## src/rtl/gpio_input_conditioner_if.sv

```systemverilog
// Pin-side bundle for the GPIO input conditioner: raw pad levels in,
// debounced level and edge pulses out.
interface gpio_input_conditioner_if #(
    parameter int unsigned WIDTH = 4
);
    logic [WIDTH-1:0] io_pins_raw;
    logic [WIDTH-1:0] io_pins_clean;
    logic [WIDTH-1:0] io_rise;
    logic [WIDTH-1:0] io_fall;
    logic             io_change;

    modport master (
        output io_pins_raw,
        input  io_pins_clean,
        input  io_rise,
        input  io_fall,
        input  io_change
    );

    modport slave (
        input  io_pins_raw,
        output io_pins_clean,
        output io_rise,
        output io_fall,
        output io_change
    );
endinterface

```

## src/rtl/gpio_input_conditioner.sv

```systemverilog
// Per-pin synchronizer plus stability-counter debouncer producing a clean level
// and registered one-cycle rise/fall pulses.
module gpio_input_conditioner #(
    parameter int unsigned     WIDTH           = 4,
    parameter int unsigned     SYNC_STAGES     = 2,
    parameter int unsigned     DEBOUNCE_CYCLES = 65536,
    parameter logic [WIDTH-1:0] RESET_VALUE    = '0
) (
    input logic                       io_clock,
    input logic                       io_reset,
    gpio_input_conditioner_if.slave   pins
);
    // A 1-cycle debounce still needs a 1-bit counter so the vector is never zero-width.
    localparam int unsigned CntW = (DEBOUNCE_CYCLES > 1) ? $clog2(DEBOUNCE_CYCLES) : 1;
    localparam logic [CntW-1:0] CntMax = CntW'(DEBOUNCE_CYCLES - 1);

    logic [WIDTH-1:0] sync_q [SYNC_STAGES];
    logic [CntW-1:0]  cnt_q  [WIDTH];
    logic [CntW-1:0]  cnt_d  [WIDTH];
    logic [WIDTH-1:0] clean_q, clean_d;
    logic [WIDTH-1:0] rise_q, rise_d;
    logic [WIDTH-1:0] fall_q, fall_d;
    logic             change_q, change_d;
    logic [WIDTH-1:0] sync;

    assign sync = sync_q[SYNC_STAGES-1];

    always_ff @(posedge io_clock) begin
        if (io_reset) begin
            for (int s = 0; s < SYNC_STAGES; s++) begin
                sync_q[s] <= RESET_VALUE;
            end
        end else begin
            sync_q[0] <= pins.io_pins_raw;
            for (int s = 1; s < SYNC_STAGES; s++) begin
                sync_q[s] <= sync_q[s-1];
            end
        end
    end

    always_comb begin
        clean_d = clean_q;
        rise_d  = '0;
        fall_d  = '0;
        for (int i = 0; i < WIDTH; i++) begin
            cnt_d[i] = '0;
            // Any return to the clean level drops the count: no partial credit.
            if (sync[i] != clean_q[i]) begin
                if (cnt_q[i] == CntMax) begin
                    clean_d[i] = sync[i];
                    rise_d[i]  = sync[i];
                    fall_d[i]  = ~sync[i];
                end else begin
                    cnt_d[i] = cnt_q[i] + CntW'(1);
                end
            end
        end
        change_d = |{rise_d, fall_d};
    end

    always_ff @(posedge io_clock) begin
        if (io_reset) begin
            for (int i = 0; i < WIDTH; i++) begin
                cnt_q[i] <= '0;
            end
            clean_q  <= RESET_VALUE;
            rise_q   <= '0;
            fall_q   <= '0;
            change_q <= 1'b0;
        end else begin
            for (int i = 0; i < WIDTH; i++) begin
                cnt_q[i] <= cnt_d[i];
            end
            clean_q  <= clean_d;
            rise_q   <= rise_d;
            fall_q   <= fall_d;
            change_q <= change_d;
        end
    end

    assign pins.io_pins_clean = clean_q;
    assign pins.io_rise       = rise_q;
    assign pins.io_fall       = fall_q;
    assign pins.io_change     = change_q;
endmodule
```

## src/flat_wrapper.sv

```systemverilog
// flat-port wrapper written by rule: the top's interface ports become plain ports
module gpio_input_conditioner_flat 
#(
    parameter int unsigned     WIDTH           = 4,
    parameter int unsigned     SYNC_STAGES     = 2,
    parameter int unsigned     DEBOUNCE_CYCLES = 65536,
    parameter logic [WIDTH-1:0] RESET_VALUE    = '0
)
  (io_clock, io_reset, pins_io_pins_raw, pins_io_pins_clean, pins_io_rise, pins_io_fall, pins_io_change);
  gpio_input_conditioner_if #(.WIDTH(WIDTH)) pins_i ();
  input logic io_clock;
  input logic io_reset;
  input wire logic [$bits(pins_i.io_pins_raw)-1:0] pins_io_pins_raw;
  output wire logic [$bits(pins_i.io_pins_clean)-1:0] pins_io_pins_clean;
  output wire logic [$bits(pins_i.io_rise)-1:0] pins_io_rise;
  output wire logic [$bits(pins_i.io_fall)-1:0] pins_io_fall;
  output wire logic [$bits(pins_i.io_change)-1:0] pins_io_change;
  assign pins_i.io_pins_raw = pins_io_pins_raw;
  assign pins_io_pins_clean = pins_i.io_pins_clean;
  assign pins_io_rise = pins_i.io_rise;
  assign pins_io_fall = pins_i.io_fall;
  assign pins_io_change = pins_i.io_change;
  gpio_input_conditioner #(.WIDTH(WIDTH), .SYNC_STAGES(SYNC_STAGES), .DEBOUNCE_CYCLES(DEBOUNCE_CYCLES), .RESET_VALUE(RESET_VALUE)) u_core (.io_clock(io_clock), .io_reset(io_reset), .pins(pins_i));
endmodule
```

## config.mk

```make
export PLATFORM = sky130hd
export DESIGN_NAME = gpio_input_conditioner_flat
export DESIGN_NICKNAME = d
export VERILOG_FILES = /design/src/rtl/gpio_input_conditioner_if.sv /design/src/rtl/gpio_input_conditioner.sv /design/src/flat_wrapper.sv
export SDC_FILE = /design/constraint.sdc
export NUM_CORES = 1
export LEC_CHECK = 0
export CELL_PAD_IN_SITES_DETAIL_PLACEMENT = 1
export CELL_PAD_IN_SITES_GLOBAL_PLACEMENT = 1
export CORE_UTILIZATION = 35
export DETAILED_ROUTE_END_ITERATION = 10
export PLACE_DENSITY_LB_ADDON = 0.1
export SLEW_MARGIN = 40
export SYNTH_ARGS = -nofsm -noshare
export SYNTH_HDL_FRONTEND = slang
export SYNTH_SLANG_ARGS = --single-unit
```

## constraint.sdc

```tcl
create_clock -name io_clock -period 2.71 [get_ports io_clock]
set_clock_uncertainty 0.1 [all_clocks]
set_input_delay 0.6775 -clock io_clock [delete_from_list [all_inputs] [get_ports io_clock]]
set_output_delay 0.6775 -clock io_clock [all_outputs]
set_load 0.02 [all_outputs]
```

==> results.py, run 1 <==
metrics = {
    "worst_setup_path": {
        "reg2reg_from": "u_core.cnt_q[1][0]$_SDFF_PP0_",
        "cpPeakStageDelay_ps": 650,
        "cp-startpoint": "u_core.pins.io_pins_clean[0]$_SDFFE_PP0P_",
        "crit_buf_inv": 1,
        "worstSetupEndpointType": "output pin",
        "r2r_end": "u_core.cnt_q[1][11]$_SDFF_PP0_",
        "slowest_stage": "clkdlybuf4s50_1",
        "worstPathArrival_ps": 1450,
        "r2r.worst_path.cells": 5,
        "critPathTopFamily": "buffers and inverters",
        "path_max_fanout": 5,
        "worstSetupPathType": "reg -> out",
        "cp-start-kind": "flip-flop",
        "worstPathRequired_ps": 1930,
        "path_cells": "clkdlybuf4s50_1",
        "regToRegSetupSlack_ps": 620,
    },
    "cells_and_area": {
        "postLayoutCellArea_um2": 4070,
        "drive_gt1_share_pct": 8.03,
        "fillers": 1159,
        "multi_input_area_um2": 1730,
        "fin_nets": 416,
        "syn2layout_area_growth_pct": 15.9,
        "final_common_cell": "dfxtp_1",
        "seqCellArea_um2": 1700,
        "n_antenna_cell": 0,
        "layout_common_cells": "dfxtp_1 (85), nor2_1 (70), xnor2_1 (36)",
    },
    "power_and_ir_drop": {
        "swShare_pct": 19.9,
        "peakVddDrop_mv": 0.220,
        "power.clock.fraction_pct": 43.6,
        "p_int_mw": 1.84,
        "seq_power_share_pct": 54.9,
        "p_sw_mw": 0.456,
        "p_per_area_nw_per_um2": 563,
        "combPwrFrac_pct": 1.5,
        "p_leak_nw": 1.21,
    },
    "job": {
        "drv_cap": 0,
    },
    "sta": {
        "fin_crit_sh_pct": 82.1,
        "fin_tns_setup_ps": 0,
        "finalSetupViolations": 0,
        "relSlewSlack_pct": 58.8,
        "finalHoldViolCount": 0,
        "fin_crit_ps": 2220,
        "rsz0062_at_grt": "no",
        "drv_slew": 0,
        "worst_pin_slew_ps": 617,
        "fmax_mhz": 450,
    },
    "min_path": {
        "min_from": "u_core.sync_q[0][1]$_SDFF_PP0_",
        "hold_end": "u_core.sync_q[0][5]$_SDFF_PP0_",
        "holdCritPathClass": "reg -> reg",
        "hold_path_depth": 1,
    },
    "logic_synthesis": {
        "synth-seq-cells": 85,
        "syn_area_per_cell_um2": 9.22,
        "ys_seq_area_share_pct": 48.4,
        "syn_inst": 381,
        "yosysUniqueCellTypes": 35,
        "synthesis.area_um2": 3510,
        "syn-num-nets": 391,
        "yosysWarnings": 0,
    },
    "drt": {
        "wire_per_inst_um": 12.8,
        "wl_um": 6940,
        "via_count": 2617,
        "vias_per_cell": 4.81,
        "drcViolationCount": 0,
        "drtIter0Drc": 24,
        "ant_nets": 0,
        "drtPass1Iterations": 4,
    },
    "die": {
        "core_area_um2": 9770,
        "rows": 36,
        "die_w_um": 102,
        "fp.dieH_um": 102,
        "pin_count": 19,
        "dieArea_um2": 10400,
        "initial_core_util_pct": 36.0,
    },
    "global_routing": {
        "grt_pass1_vias": 2552,
        "grt_max_degree": 17,
        "grt_pass1_wl_um": 11800,
        "antenna_found_initial": 0,
        "grtUsageTotal_pct": 14.7,
        "grt-ovfl-total": 0,
    },
    "placed_design": {
        "placed_area_um2": 3850,
        "io_buffers": 18,
        "globalplace.congestion": 0.713,
        "dp_hpwl_um": 4930,
    },
    "clock_tree": {
        "cts-htree-levels": 3,
        "cts_inserted_buffers": 9,
        "cts_tree": "built",
        "clock-root-buffer": "clkbuf_8",
        "cts_max_path_buffers": 2,
        "cts.sinks": 85,
        "cts_setup_buffers": 0,
        "hold_buffers": 0,
        "clk-insertion-delay-late_ps": 340,
        "clk_pin_slew_ps": 80,
        "cts_resized": 0,
    },
    "run_status": {
        "outcome": "complete, no violations",
    },
}
==> final cells by class <==
type / instances / area share (%)
clock buffer: 12 / 3.81
multi-input combinational: 278 / 42.4
clock inverter: 4 / 1.72
sequential: 85 / 41.8
timing repair buffer: 23 / 5.35
tap: 133 / 4.09
inverter: 9 / 0.829
==> state kept, by name, summed over array words and instances (netlist names) <==
register	count
u_core.cnt_q	64
u_core.sync_q	8
u_core.pins.io_fall	4
u_core.pins.io_pins_clean	4
u_core.pins.io_rise	4
u_core.pins.io_change	1
==> metal layers <==
| metal | vias to the layer above | wire length, um | GRT usage, % | share of wire (%) |
|---|---|---|---|---|
| met5 | - | 0 | 0 | 0 |
| met4 | 0 | 110 | 6.92 | 1.6 |
| met3 | 8 | 151 | 2.53 | 2.2 |
| met2 | 23 | 3140 | 22.8 | 45 |
| met1 | 1238 | 3540 | 20.0 | 51 |
| li1 | 1348 | - | - | - |
==> power by group through the flow <==
| stage | logic (mW) | registers [mW] | clock network [mW] |
|---|---|---|---|
| final | 0.0335 | 1.26 | 1.00 |
| after global routing | 0.0382 | 1.26 | 1.09 |
| after CTS | 0.0349 | 1.26 | 1.05 |
| after detailed placement | 0.0350 | 1.29 | 0 |
| after global placement | 0.0339 | 1.29 | 0 |
| after floorplan | 0.0211 | 1.29 | 0 |
==> Yosys cell counts (all sizes together) <==
cell | instances | area share, %
o21ai | 9 | 1.5
nand2b | 4 | 0.71
and4 | 8 | 2.0
ha | 4 | 1.4
or3 | 11 | 2.1
nor3b | 2 | 0.43
inv | 9 | 0.96
buf | 6 | 1.1
a21oi | 7 | 1.0
and2 | 1 | 0.18
clkbuf | 3 | 0.32
mux2i | 2 | 0.57
xor2 | 19 | 4.7
a41oi | 1 | 0.46
and3 | 3 | 0.53
nor4b | 6 | 1.5
xnor2 | 36 | 9.0
nand3 | 26 | 4.3
nor4 | 11 | 2.1
or2 | 2 | 0.36
nand2 | 19 | 2.0
nor3 | 11 | 1.6
dfxtp | 85 | 48
nand4 | 16 | 3.2
or4 | 2 | 0.53
nor2 | 70 | 7.5
nor2b | 8 | 1.4
==> cell families (layout without fill, tap and decap cells) <==
| family | Yosys count | count (layout) | share of synthesized area (%) |
|---|---|---|---|
| buffers and inverters | 18 | 48 | 2.42 |
| AOI/OAI and AO/OA | 17 | 17 | 2.95 |
| xor gates and xnor gates | 55 | 55 | 13.7 |
| DFF | 85 | 85 | 48.4 |
| adders and majority gates | 4 | 4 | 1.42 |
| muxes | 2 | 2 | 0.570 |
| and+or+nand+nor | 200 | 200 | 30.5 |
==> through the flow <==
stage / util [%] / total power, mW / instances / hold WS, ps / setup WS [ps]
after floorplan: - / 1.31 / 381 / 314 / 872
after global placement: 39.4 / 1.32 / 528 / 317 / 363
after detailed placement: 39.4 / 1.32 / 528 / 331 / 338
after CTS: 41.7 / 2.34 / 544 / 353 / 474
after global routing: 41.7 / 2.39 / 544 / 370 / 429
final: 41.7 / 2.29 / 544 / 346 / 486
==> how the worst max path moves through the flow <==
stage / endpoint / depth (start not counted)
finish: pins_io_pins_clean[0] / 1
global route: u_core.cnt_q[1][2]$_SDFF_PP0_ / 5
detailed placement: u_core.cnt_q[1][15]$_SDFF_PP0_ / 3
floorplan: u_core.cnt_q[1][10]$_SDFF_PP0_ / 7
CTS: pins_io_pins_clean[0] / 1
global placement: u_core.cnt_q[1][14]$_SDFF_PP0_ / 3
Power figures use the tool's default switching activity.
==> run 2: changes to the inputs <==
- clock period: 2.71 -> 1.9 ns (I/O delays scaled with it)
==> run 2 against run 1 <==
  * Global-route usage grew 0.58 points
  * Sequential share of layout area decreased by 2.6 points
  * Setup slack worse by 420 ps
  * Die area did not move
  * Register-to-register slack worse by 510 ps
  * Via count rose by 5.2%
  * Routed wire length increased by 5.1%
  * Clock power up 29%
  * Sequential power increased by 43%
  * Combinational power rose by 86%
  * Non-clock buffer count increased by 31
  * Largest power group unchanged
==> results.py, run 2 (synthesized netlist as in run 1, its figures left out) <==
metrics = {
    "run_status": {
        "outcome": "complete, no violations",
    },
    "worst_setup_path": {
        "critPathTopFamily": "buffers and inverters",
        "r2r_end": "u_core.pins.io_change$_SDFF_PP0_",
        "path_cells": "clkdlybuf4s50_1",
        "worstPathArrival_ps": 1250,
        "reg2reg_from": "u_core.cnt_q[3][1]$_SDFF_PP0_",
        "path_max_fanout": 1,
        "cpPeakStageDelay_ps": 590,
        "crit_buf_inv": 1,
        "cp-start-kind": "flip-flop",
        "worstSetupPathType": "reg -> out",
        "worstPathRequired_ps": 1320,
        "cp-startpoint": "u_core.pins.io_rise[0]$_SDFF_PP0_",
        "regToRegSetupSlack_ps": 110,
        "slowest_stage": "clkdlybuf4s50_1",
        "worstSetupEndpointType": "output pin",
        "r2r.worst_path.cells": 5,
    },
    "clock_tree": {
        "clk_pin_slew_ps": 90,
        "cts_inserted_buffers": 9,
        "cts_max_path_buffers": 2,
        "clock-root-buffer": "clkbuf_8",
        "clk-insertion-delay-late_ps": 360,
        "cts-htree-levels": 3,
        "cts_tree": "built",
        "cts.sinks": 85,
    },
    "die": {
        "initial_core_util_pct": 36.0,
        "dieArea_um2": 10400,
        "core_area_um2": 9770,
        "rows": 36,
        "pin_count": 19,
        "die_w_um": 102,
        "fp.dieH_um": 102,
    },
    "sta": {
        "fmax_mhz": 547,
        "fin_crit_sh_pct": 96.3,
        "fin_crit_ps": 1830,
        "fin_tns_setup_ps": 0,
        "finalSetupViolations": 0,
        "rsz0062_at_grt": "no",
        "drv_slew": 0,
        "relSlewSlack_pct": 75.9,
        "finalHoldViolCount": 0,
        "worst_pin_slew_ps": 359,
        "final.setup.worst_slack_ps": 70.3,
    },
    "min_path": {
        "hold_end": "u_core.sync_q[0][7]$_SDFF_PP0_",
        "hold_path_depth": 1,
        "holdCritPathClass": "reg -> reg",
        "min_from": "u_core.sync_q[0][3]$_SDFF_PP0_",
    },
    "cells_and_area": {
        "drive_gt1_share_pct": 16.7,
        "regMostFlops": "u_core.cnt_q",
        "n_antenna_cell": 0,
        "syn2layout_area_growth_pct": 23.7,
        "largest_reg_flops": 64,
        "reg_top3": "u_core.cnt_q (64), u_core.sync_q (8)",
        "final_common_cell": "dfxtp_1",
        "fin_util_pct": 44.5,
        "fin_nets": 447,
        "layout_common_cells": "dfxtp_1 (84), nor2_1 (70), xnor2_1 (36)",
        "postLayoutCellArea_um2": 4350,
    },
    "power_and_ir_drop": {
        "combPwrFrac_pct": 2.0,
        "peakVddDrop_mv": 0.338,
        "p_sw_mw": 0.711,
        "totalPowerFinal_mw": 3.15,
        "p_per_area_nw_per_um2": 724,
        "swShare_pct": 22.6,
        "power.clock.fraction_pct": 40.9,
        "p_int_mw": 2.44,
        "p_leak_nw": 1.49,
        "seq_power_share_pct": 57.1,
    },
    "placed_design": {
        "io_buffers": 18,
        "globalplace.congestion": 0.715,
        "placed_area_um2": 4080,
        "pre_cts_ws_ps": -47.4,
        "dp_hpwl_um": 5170,
    },
    "drt": {
        "wl_um": 7300,
        "wire_per_inst_um": 12.7,
        "ant_nets": 0,
        "drtPass1Iterations": 4,
        "drtIter0Drc": 45,
        "drcViolationCount": 0,
        "vias_per_cell": 4.79,
        "via_count": 2753,
    },
    "global_routing": {
        "grt-ovfl-total": 0,
        "grtUsageTotal_pct": 15.3,
        "antenna_found_initial": 0,
        "grt_pass1_wl_um": 12300,
        "grt_pass1_vias": 2643,
        "grt_max_degree": 17,
    },
    "job": {
        "drv_cap": 0,
    },
}
-- run 2: worst max path at each step --
stage / to / slack, ps / cells past startpoint
after floorplan: u_core.cnt_q[1][10]$_SDFF_PP0_ / 60 / 7
after global placement: u_core.cnt_q[0][15]$_SDFF_PP0_ / -30 / 5
after detailed placement: u_core.cnt_q[0][15]$_SDFF_PP0_ / -50 / 5
after CTS: pins_io_rise[3] / 30 / 1
after global routing: u_core.cnt_q[3][13]$_SDFF_PP0_ / 5 / 4
final: pins_io_rise[0] / 70 / 1
-- run 2: through the flow --
step	hold slack, ps	std cells
floorplan	314	381
global placement	319	557
detailed placement	324	557
CTS	344	573
global route	360	575
finish	341	575
-- run 2: repair_timing --
item / 4_1_cts / 5_1_grt
setup buffers: 0 / 2
pin swaps: 0 / 1
setup endpoints to repair: 9 / 41
endpoints found under the hold margin: 0 / 0
resized for setup: 8 / 14
hold buffers: 0 / 0
-- run 2: per-layer routing --
metal / track usage, % / wire [um]
met5: 0 / 0
met4: 4.29 / 68
met3: 4.38 / 195
met2: 23.7 / 3370
met1: 20.8 / 3660
-- run 2: layout make-up --
class | instances | area (um^2)
Sequential cell | 85 | 1700
Timing Repair Buffer | 54 | 468
Clock inverter | 7 | 72.6
Fill cell | 1169 | 5430
Clock buffer | 9 | 124
Multi-Input combinational cell | 278 | 1780
Inverter | 9 | 33.8
Tap cell | 133 | 166
-- run 2: worst register-to-register path, cell delays in order, from the launching register on --
cell and delay (ps):
dfxtp_1 370, ha_1 200, nand4_2 100, or3_4 400, or3_1 410, a41oi_2 140
-- run 2: power by group through the flow --
stage          sequential [mW]  clock (mW)  combinational, mW
3_5_place_dp              1.84           0             0.0624
5_1_grt                   1.80        1.44             0.0682
4_1_cts                   1.80        1.35             0.0631
3_3_place_gp              1.84           0             0.0610
6_report                  1.80        1.29             0.0623
2_1_floorplan             1.84           0             0.0301
==> run 3: changes to the inputs <==
--- a/config.mk
+++ b/config.mk
@@ -11,3 +11,3 @@
 export DETAILED_ROUTE_END_ITERATION = 10
-export PLACE_DENSITY_LB_ADDON = 0.1
+export PLACE_DENSITY = 0.62
 export SLEW_MARGIN = 40
--- a/constraint.sdc
+++ b/constraint.sdc
@@ -4,2 +4,2 @@
 set_output_delay 0.475 -clock io_clock [all_outputs]
-set_load 0.02 [all_outputs]
+set_load 0.1 [all_outputs]
==> run 3 against run 2 <==
  * Via count down 1.5%
  * Non-clock buffer count down 10
  * Cell count down 1.7%
  * First-iteration DRC count up 4.4%
  * Critical path depth up 4
  * Core utilization up 0.12 points
  * Clock power down 4%
  * Worst hold slack better by 1.2 ps
  * Combinational power down 4.0%
  * Sequential share of layout area down 0.072 points
==> results.py, run 3 (synthesized netlist as in run 1, its figures left out) <==
metrics = {
    "drt": {
        "drcViolationCount": 0,
        "vias_per_cell": 4.80,
        "drtPass1Iterations": 4,
        "wire_per_inst_um": 13.0,
        "drtIter0Drc": 47,
        "via_count": 2711,
        "wl_um": 7360,
        "ant_nets": 0,
    },
    "cells_and_area": {
        "reg_top3": "u_core.cnt_q (64), u_core.sync_q (8)",
        "fillers": 1141,
        "drive_gt1_share_pct": 16.2,
        "multi_input_area_um2": 1750,
        "final_common_cell": "dfxtp_1",
        "seqCellArea_um2": 1700,
        "layout_common_cells": "dfxtp_1 (83), nor2_1 (70), xnor2_1 (36)",
        "regMostFlops": "u_core.cnt_q",
        "syn2layout_area_growth_pct": 24.1,
        "fin_nets": 437,
        "finalNonFillerCells": 565,
        "n_antenna_cell": 0,
        "largest_reg_flops": 64,
    },
    "die": {
        "initial_core_util_pct": 36.0,
        "dieArea_um2": 10400,
        "pin_count": 19,
        "rows": 36,
        "fp.dieH_um": 102,
        "core_area_um2": 9770,
        "die_w_um": 102,
    },
    "clock_tree": {
        "cts_setup_buffers": 0,
        "cts-htree-levels": 3,
        "clk-insertion-delay-late_ps": 360,
        "cts_tree": "built",
        "hold_buffers": 0,
        "clock-root-buffer": "clkbuf_8",
        "clk_pin_slew_ps": 80,
        "cts_inserted_buffers": 9,
        "cts_max_path_buffers": 2,
        "cts.sinks": 85,
    },
    "sta": {
        "finalHoldViolCount": 0,
        "worst_pin_slew_ps": 362,
        "drv_slew": 0,
        "fin_crit_ps": 1800,
        "finalSetupViolations": 0,
        "fmax_mhz": 555,
        "relSlewSlack_pct": 75.7,
        "fin_tns_setup_ps": 0,
        "fin_crit_sh_pct": 94.9,
        "rsz0062_at_grt": "no",
    },
    "worst_setup_path": {
        "r2r_end": "u_core.pins.io_change$_SDFF_PP0_",
        "worstPathRequired_ps": 2080,
        "worstSetupEndpointType": "flip-flop",
        "path_max_fanout": 3,
        "r2r.worst_path.cells": 5,
        "reg2reg_from": "u_core.cnt_q[3][1]$_SDFF_PP0_",
        "crit_end": "u_core.pins.io_change$_SDFF_PP0_",
        "cp-start-kind": "flip-flop",
        "worstPathArrival_ps": 1980,
        "regToRegSetupSlack_ps": 100,
        "worstSetupPathType": "reg -> reg",
        "cp-startpoint": "u_core.cnt_q[3][1]$_SDFF_PP0_",
    },
    "global_routing": {
        "grt-ovfl-total": 0,
        "grt_pass1_vias": 2679,
        "grtUsageTotal_pct": 15.4,
        "grt_pass1_wl_um": 12500,
        "grt_max_degree": 17,
        "antenna_found_initial": 0,
    },
    "job": {
        "drv_cap": 0,
    },
    "power_and_ir_drop": {
        "p_int_mw": 2.44,
        "combPwrFrac_pct": 1.9,
        "seq_power_share_pct": 57.9,
        "p_per_area_nw_per_um2": 711,
        "swShare_pct": 21.5,
        "peakVddDrop_mv": 0.362,
        "p_leak_nw": 1.35,
        "p_sw_mw": 0.666,
        "power.clock.fraction_pct": 40.1,
    },
    "placed_design": {
        "placedCellCount": 549,
        "io_buffers": 18,
        "dp_hpwl_um": 5210,
        "globalplace.congestion": 0.725,
    },
    "min_path": {
        "holdCritPathClass": "reg -> reg",
    },
    "run_status": {
        "outcome": "complete, no violations",
    },
}
==> run 3: cell types whose count changed in the layout (fill, tap and decap cells not counted), moves of 4 or more <==
cell            change
dlygate4sd2_1       -6
buf_4              -10
clkbuf_1            +4
dlymetal6s2s_1      -5
buf_12             +13
==> run 3: metrics by stage <==
| stage | setup slack (ps) | hold WS, ps | power, mW | util, % | instance area [um^2] |
|---|---|---|---|---|---|
| 5_1_grt | 6.88 | 370 | 3.24 | 44.6 | 4360 |
| 6_report | 97.5 | 342 | 3.10 | 44.6 | 4360 |
| 4_1_cts | 9.11 | 347 | 3.17 | 44.4 | 4340 |
| 2_1_floorplan | 21.1 | 314 | 1.87 | - | 3520 |
| 3_5_place_dp | 4.91 | 325 | 1.90 | 42.5 | 4150 |
| 3_3_place_gp | 29.4 | 318 | 1.90 | 42.5 | 4150 |
==> run 3: final cells by class <==
cell class / instances / area share (%)
Multi-Input combinational cell: 278 / 40.2
Sequential cell: 85 / 39.1
Timing Repair Buffer: 44 / 11.9
Tap cell: 133 / 3.82
Clock buffer: 13 / 3.19
Clock inverter: 3 / 1.06
Inverter: 9 / 0.775
==> run 3: worst min-delay path by stage <==
stage | start | end | slack, ps | cells after the start
global route | u_core.sync_q[0][3]$_SDFF_PP0_ | u_core.sync_q[0][7]$_SDFF_PP0_ | 370 | 1
detailed placement | u_core.sync_q[0][2]$_SDFF_PP0_ | u_core.sync_q[0][6]$_SDFF_PP0_ | 320 | 1
global placement | u_core.sync_q[0][3]$_SDFF_PP0_ | u_core.sync_q[0][7]$_SDFF_PP0_ | 320 | 1
CTS | u_core.sync_q[0][2]$_SDFF_PP0_ | u_core.sync_q[0][6]$_SDFF_PP0_ | 350 | 1
floorplan | u_core.sync_q[0][0]$_SDFF_PP0_ | u_core.sync_q[0][4]$_SDFF_PP0_ | 310 | 1
finish | u_core.sync_q[0][3]$_SDFF_PP0_ | u_core.sync_q[0][7]$_SDFF_PP0_ | 340 | 1
==> run 3: critical path, cell delays in order (launching register included) <==
cell,delay (ps)
dfxtp_1,360
ha_1,240
nand4_2,110
or3_4,410
or3_1,400
a41oi_2,120
==> run 3: timing repair <==
action                                 in CTS  in global routing
endpoints found under the hold margin       0                  0
setup endpoints to repair                   0                 19
gates resized for setup                     0                  5
==> run 3: power by group through the flow <==
| stage | Combinational [mW] | Sequential, mW | Clock [mW] |
|---|---|---|---|
| after floorplan | 0.0301 | 1.84 | 0 |
| after global placement | 0.0590 | 1.84 | 0 |
| after detailed placement | 0.0601 | 1.84 | 0 |
| after CTS | 0.0604 | 1.80 | 1.31 |
| after global routing | 0.0666 | 1.80 | 1.38 |
| final | 0.0598 | 1.80 | 1.24 |
==> run 3: per-layer routing <==
metal / track usage (%) / vias up / wire length (um)
li1: - / 1397 / -
met1: 20.3 / 1281 / 3740
met2: 24.2 / 24 / 3330
met3: 4.45 / 9 / 198
met4: 4.95 / 0 / 95
met5: 0 / - / 0
